## src/rtl/sipo_pkg.sv

```systemverilog
// sipo_pkg -- shared definitions for the serial-in/parallel-out deserializer.
//   state_t : frame-collection state (SHIFT collects data beats, PARITY
//             waits for the trailing parity beat when parity is built in).
//   clog2   : ceiling log2, used to size the beat counter.
package sipo_pkg;

  typedef enum logic {
    ST_SHIFT  = 1'b0,
    ST_PARITY = 1'b1
  } state_t;

  function automatic int clog2(input int n);
    int r;
    int v;
    r = 0;
    v = n - 1;
    while (v > 0) begin
      r = r + 1;
      v = v >> 1;
    end
    return r;
  endfunction

endpackage

```

## src/rtl/sipo_beat_counter.sv

```systemverilog
// sipo_beat_counter -- modulo-N beat counter with synchronous restart.
//   clk, reset_n : clock and asynchronous active-low reset
//   restart      : realign; with en the current beat counts as beat 0
//   en           : one beat accepted this cycle
//   last         : the next accepted beat is beat N-1
module sipo_beat_counter
  import sipo_pkg::*;
#(
  parameter int N = 8
) (
  input  logic clk,
  input  logic reset_n,
  input  logic restart,
  input  logic en,
  output logic last
);

  localparam int CNT_W = (clog2(N) < 1) ? 1 : clog2(N);
  localparam logic [CNT_W-1:0] TOP = CNT_W'(N - 1);

  logic [CNT_W-1:0] count;

  always_ff @(posedge clk or negedge reset_n) begin
    if (!reset_n) begin
      count <= '0;
    end else if (restart) begin
      // A beat arriving with restart is beat 0, so the next one is beat 1.
      count <= (en && (N > 1)) ? CNT_W'(1) : '0;
    end else if (en) begin
      count <= (count == TOP) ? '0 : count + CNT_W'(1);
    end
  end

  assign last = (count == TOP);

endmodule

```

## src/rtl/sipo_deser.sv

```systemverilog
// sipo_deser -- serial-in/parallel-out deserializer with ready/valid output.
//   clk, reset_n     : clock, asynchronous active-low reset
//   sin_valid        : serial_in carries a beat (LANES bits, MSB earliest)
//   serial_in        : beat data
//   frame_sync       : restart word alignment, partial word discarded
//   data, data_valid : assembled word and its valid flag (registered)
//   data_ready       : consumer accepts data while data_valid is high
//   overrun          : sticky, a completed word was dropped
//   overrun_clr      : synchronous clear of overrun
//   parity_err       : only with SIPO_DESER_PARITY_EN defined; each frame then
//                      carries an extra even-parity beat after the data beats.
module sipo_deser
  import sipo_pkg::*;
#(
  parameter int DATA_WIDTH = 8,
  parameter int LANES      = 1,
  parameter bit MSB_FIRST  = 1'b1
) (
  input  logic                  clk,
  input  logic                  reset_n,
  input  logic                  sin_valid,
  input  logic [LANES-1:0]      serial_in,
  input  logic                  frame_sync,
  output logic [DATA_WIDTH-1:0] data,
  output logic                  data_valid,
  input  logic                  data_ready,
  output logic                  overrun,
  input  logic                  overrun_clr
`ifdef SIPO_DESER_PARITY_EN
  ,
  output logic                  parity_err
`endif
);

  localparam int BEATS    = DATA_WIDTH / LANES;
  localparam bit ONE_BEAT = (BEATS == 1);

  // Concatenate then slice so DATA_WIDTH == LANES needs no special case.
  function automatic logic [DATA_WIDTH-1:0] shift_in(
    input logic [DATA_WIDTH-1:0] base,
    input logic [LANES-1:0]      beat
  );
    logic [DATA_WIDTH+LANES-1:0] cat;
    if (MSB_FIRST) begin
      cat = {base, beat};
      return cat[DATA_WIDTH-1:0];
    end else begin
      cat = {beat, base};
      return cat[DATA_WIDTH+LANES-1:LANES];
    end
  endfunction

  logic [DATA_WIDTH-1:0] shift_reg;
  logic [DATA_WIDTH-1:0] next_shift;
  logic [DATA_WIDTH-1:0] word;
  logic                  cnt_last;
  logic                  is_last;
  logic                  data_beat;
  logic                  word_done;
  logic                  load;
  logic                  ovr_event;

  // frame_sync discards the partial word, so the beat shifts into zeros.
  assign next_shift = shift_in(frame_sync ? '0 : shift_reg, serial_in);
  assign is_last    = frame_sync ? ONE_BEAT : cnt_last;

`ifdef SIPO_DESER_PARITY_EN
  state_t state;
  logic   parity_calc;

  // In PARITY the accepted beat is the parity bit, unless frame_sync turns
  // it back into data beat 0.
  assign data_beat   = sin_valid && ((state == ST_SHIFT) || frame_sync);
  assign word_done   = sin_valid && (state == ST_PARITY) && !frame_sync;
  assign word        = shift_reg;
  assign parity_calc = (^shift_reg) ^ serial_in[LANES-1];

  always_ff @(posedge clk or negedge reset_n) begin
    if (!reset_n) begin
      state <= ST_SHIFT;
    end else if (data_beat && is_last) begin
      state <= ST_PARITY;
    end else if (frame_sync || word_done) begin
      state <= ST_SHIFT;
    end
  end
`else
  assign data_beat = sin_valid;
  assign word_done = data_beat && is_last;
  assign word      = next_shift;
`endif

  sipo_beat_counter #(
    .N (BEATS)
  ) u_beat_counter (
    .clk     (clk),
    .reset_n (reset_n),
    .restart (frame_sync),
    .en      (data_beat),
    .last    (cnt_last)
  );

  always_ff @(posedge clk or negedge reset_n) begin
    if (!reset_n) begin
      shift_reg <= '0;
    end else if (data_beat) begin
      shift_reg <= next_shift;
    end else if (frame_sync) begin
      shift_reg <= '0;
    end
  end

  // A completed word loads when the output slot is empty or being consumed
  // on this same edge; otherwise it is dropped and flagged.
  assign load      = word_done && (!data_valid || data_ready);
  assign ovr_event = word_done && data_valid && !data_ready;

  always_ff @(posedge clk or negedge reset_n) begin
    if (!reset_n) begin
      data       <= '0;
      data_valid <= 1'b0;
      overrun    <= 1'b0;
    end else begin
      if (load) begin
        data       <= word;
        data_valid <= 1'b1;
      end else if (data_valid && data_ready) begin
        data_valid <= 1'b0;
      end
      if (ovr_event) begin
        overrun <= 1'b1;
      end else if (overrun_clr) begin
        overrun <= 1'b0;
      end
    end
  end

`ifdef SIPO_DESER_PARITY_EN
  always_ff @(posedge clk or negedge reset_n) begin
    if (!reset_n) begin
      parity_err <= 1'b0;
    end else if (load) begin
      parity_err <= parity_calc;
    end
  end
`endif

endmodule
```

## config.mk

```make
export PLATFORM = sky130hd
export DESIGN_NAME = sipo_deser
export DESIGN_NICKNAME = d
export VERILOG_FILES = /design/src/rtl/sipo_pkg.sv /design/src/rtl/sipo_beat_counter.sv /design/src/rtl/sipo_deser.sv
export SDC_FILE = /design/constraint.sdc
export NUM_CORES = 1
export LEC_CHECK = 0
export CAP_MARGIN = 10
export CORE_MARGIN = 4
export CORE_UTILIZATION = 44
export DETAILED_ROUTE_END_ITERATION = 6
export PLACE_DENSITY = 0.81
export SYNTH_ARGS = -nofsm -noshare
export SYNTH_HDL_FRONTEND = slang
export SYNTH_HIERARCHICAL = 1
export SYNTH_SLANG_ARGS = --single-unit
```

## constraint.sdc

```tcl
create_clock -name clk -period 1.7 [get_ports clk]
set_clock_uncertainty 0.2 [all_clocks]
set_input_delay 0.34 -clock clk [delete_from_list [all_inputs] [get_ports clk]]
set_output_delay 0.34 -clock clk [all_outputs]
set_load 0.02 [all_outputs]
```

==> impl_metrics.csv <==
group,metric,value,unit
layout,largest_register_ffs,8,
critical_path,crit_type,"register to register",
critical_path,arrival,1.69,ns
critical_path,path_cells,"ha_2, ha_4, nand3b_4, nor2b_4, buf_12, mux2_4",
sta,hold_viol,0,
die,die_h,52.94,um
sta,period_needed,1.710,ns
layout,finalNonFillerCells,114,
layout,diodes,0,
layout,final_common_cell,"dfrtp_1",
min_path,hp-class,"primary input to async pin",
yosys,ys_top_cells_by_area,"dfrtp_1, mux2_4, mux2i_1",
yosys,ys_seq_area_share,56.34,%
route,wl_per_cell,14.37,um
route,ant_nets,0,
layout,seq_area,500.5,um2
critical_path,end_kind,"register",
run,maxCapViolCount,0,
cts,cts_buffers,3,
cts,cts-root-buf,"clkbuf_4",
cts,clock_path_buffers,2,
yosys,synth_cells,61,
power,seqPwrFrac,62.5,%
layout,multiInputGateArea,360.3,um2
power,sw_frac_of_total,22.70,%
placement,port_buffers,16,
critical_path,start_kind,"register",
yosys,ys_ff_latch,20,
sta,period_share,100.6,%
sta,worst_pin_slew,0.2530,ns
layout,final_cell_mix,"dfrtp_1, buf_4, dlygate4sd2_1",
cts,clk_latency,0.29,ns
placement,gp_congestion,0.6982,
power,clkPwrFrac,27.6,%
yosys,synthArstFlopShare,100.0,%
yosys,netlist_area,888.4,um2
die,die_w,52.94,um
sta,finalSetupViolations,1,
cts,hold_buffers,0,
yosys,synth_area_per_cell,14.56,um2
route,vias,543,
grt,grt_overflow,0,
placement,dpl.hpwl,1.177,mm
yosys,ys.flop_type,"dfrtp_1",
yosys,synth_top_area_share,56.34,%
route,firstDrtPassIters,3,
critical_path,crit_fanout,8,
yosys,synth_edf_count,0,
power,p_leak,0.6352,nW
critical_path,max_stage_delay,0.39,ns
power,switching_power,0.0001795,W
critical_path,required,1.68,ns
run_status,violations,"negative setup slack",
grt,grt_max_degree,21,
cts,clkSinkCount,20,
placement,pre_cts_ws,-0.2113,ns
layout,fin_nets,100,
power,vdd_ir_drop_max,357.3,uV
yosys,yosysTopAreaCell,"dfrtp_1",
yosys,yosysWarningCount,6,
critical_path,r2r-end,"data[2]$_DFFE_PN0P_",
sta,setup_slack,-0.01021,ns
sta,hold_ws,0.1660,ns
yosys,yosysUniqueCellTypes,20,
grt,grt_pass1_wl,2.684,mm
sta,rsz0062_at_grt,"true",
die,initial_core_util,48.80,%
grt,antenna_found_initial,0,
yosys,syn_nets,70,
route,finalWirelength,1.638,mm
grt,grt.total_usage,14.02,%
critical_path,slowest_stage,"dfrtp_1",
route,dr.first_iter.drc_count,5,
sta,final-max-slew-violation-count,0,
run_status,outcome,"finished, violations left",
die,fp.coreArea,1821,um2
cts,cts.reportedPaths.clkPinSlew,0.11,ns
critical_path,r2r_slack,-0.01,ns
die,die_area,2802,um2
layout,drive_gt1_share,30.34,%
layout,syn2layout_area_growth,31.55,%
cts,cts_tree,"built",
power,internal-power,0.0006113,W
critical_path,reg2reg_depth,6,
sta,max_freq,584.7,MHz
power,power.share.combinational,9.9,%
route,vias_per_cell,4.763,
cts,cts.htree.levels,1,
sta,slew_headroom,83.13,%
route,drc,0,
grt,grt_pass1_vias,594,
die,rows,15,
placement,dp_cells,107,
power,p_per_area,676.7,nW/um2
layout,fill_cells,160,
die,io_pins,17,
critical_path,regToRegStartpoint,"u_beat_counter/count[1]$_DFFE_PN0P_",
[through the flow]
stage	power [W]	setup TNS, ns	cell area, um2	utilization (%)
floorplan	0.0005363	0	888.4	-
global placement	0.0005736	-1.224	1114	61.17
detailed placement	0.0005783	-1.623	1114	61.17
CTS	0.0007939	-0.05407	1154	63.37
global route	0.0008282	-0.4630	1169	64.19
finish	0.0007908	-0.01021	1169	64.19
[cell families after synthesis]
group	share of synthesized area, %
AND/OR/NAND/NOR	10.70
buffers and inverters	4.789
multiplexers	21.41
flip-flops	56.34
AO/OA/AOI/OAI	3.944
adder cells (fa/ha/maj)	2.816
[routing by layer]
layer / wire length, um / global-route usage (%)
met1: 700 / 16.46
met5: 0 / 0
met3: 66 / 2.817
met2: 857 / 23.76
met4: 13 / 7.660
[Yosys cell counts (all sizes together) (2+ instances only)]
cell type and instances:
nand2b 2, nand3b 2, mux2i 7, dfrtp 20
mux2 8, buf 3, ha 2, nor2 8
[worst max-delay path by stage]
stage                                        start  slack, ns                  end  cells past startpoint
3_5_place_dp                             sin_valid      -0.21  data[2]$_DFFE_PN0P_                      5
5_1_grt        u_beat_counter/count[1]$_DFFE_PN0P_      -0.07  data[2]$_DFFE_PN0P_                      6
4_1_cts        u_beat_counter/count[1]$_DFFE_PN0P_      -0.02  data[2]$_DFFE_PN0P_                      6
3_3_place_gp                             sin_valid      -0.16  data[3]$_DFFE_PN0P_                      5
6_report       u_beat_counter/count[1]$_DFFE_PN0P_      -0.01  data[2]$_DFFE_PN0P_                      6
2_1_floorplan  u_beat_counter/count[0]$_DFFE_PN0P_       0.04  data[0]$_DFFE_PN0P_                      6
[critical path, delay by kind of cell (launching register included)]
family        cells  cell delay, ns
fa+ha+maj         2            0.34
flops             1            0.39
mux               1            0.30
buf+inv           1            0.14
simple gates      2            0.22
[cell type report]
cell class / instances / share of cell area, %
Sequential cell: 20 / 42.83
Multi-Input combinational cell: 37 / 30.84
Timing Repair Buffer: 28 / 21.41
Tap cell: 25 / 2.677
Clock buffer: 3 / 1.927
Inverter: 1 / 0.3212
[repair_timing]
action / in CTS / in global routing
setup endpoints to repair: 18 / 8
pin swaps: 0 / 1
buffers inserted: 2 / 2
cloned: 0 / 0
gates resized for setup: 13 / 0
[power by group through the flow]
stage / Sequential [W] / Combinational, W / Clock [W]
after floorplan: 0.000503 / 0.0000337 / 0
after global placement: 0.000502 / 0.0000719 / 0
after detailed placement: 0.000503 / 0.0000752 / 0
after CTS: 0.000494 / 0.0000766 / 0.000223
after global routing: 0.000496 / 0.0000859 / 0.000247
final: 0.000494 / 0.0000784 / 0.000218
(Power assumes the default switching activity.)
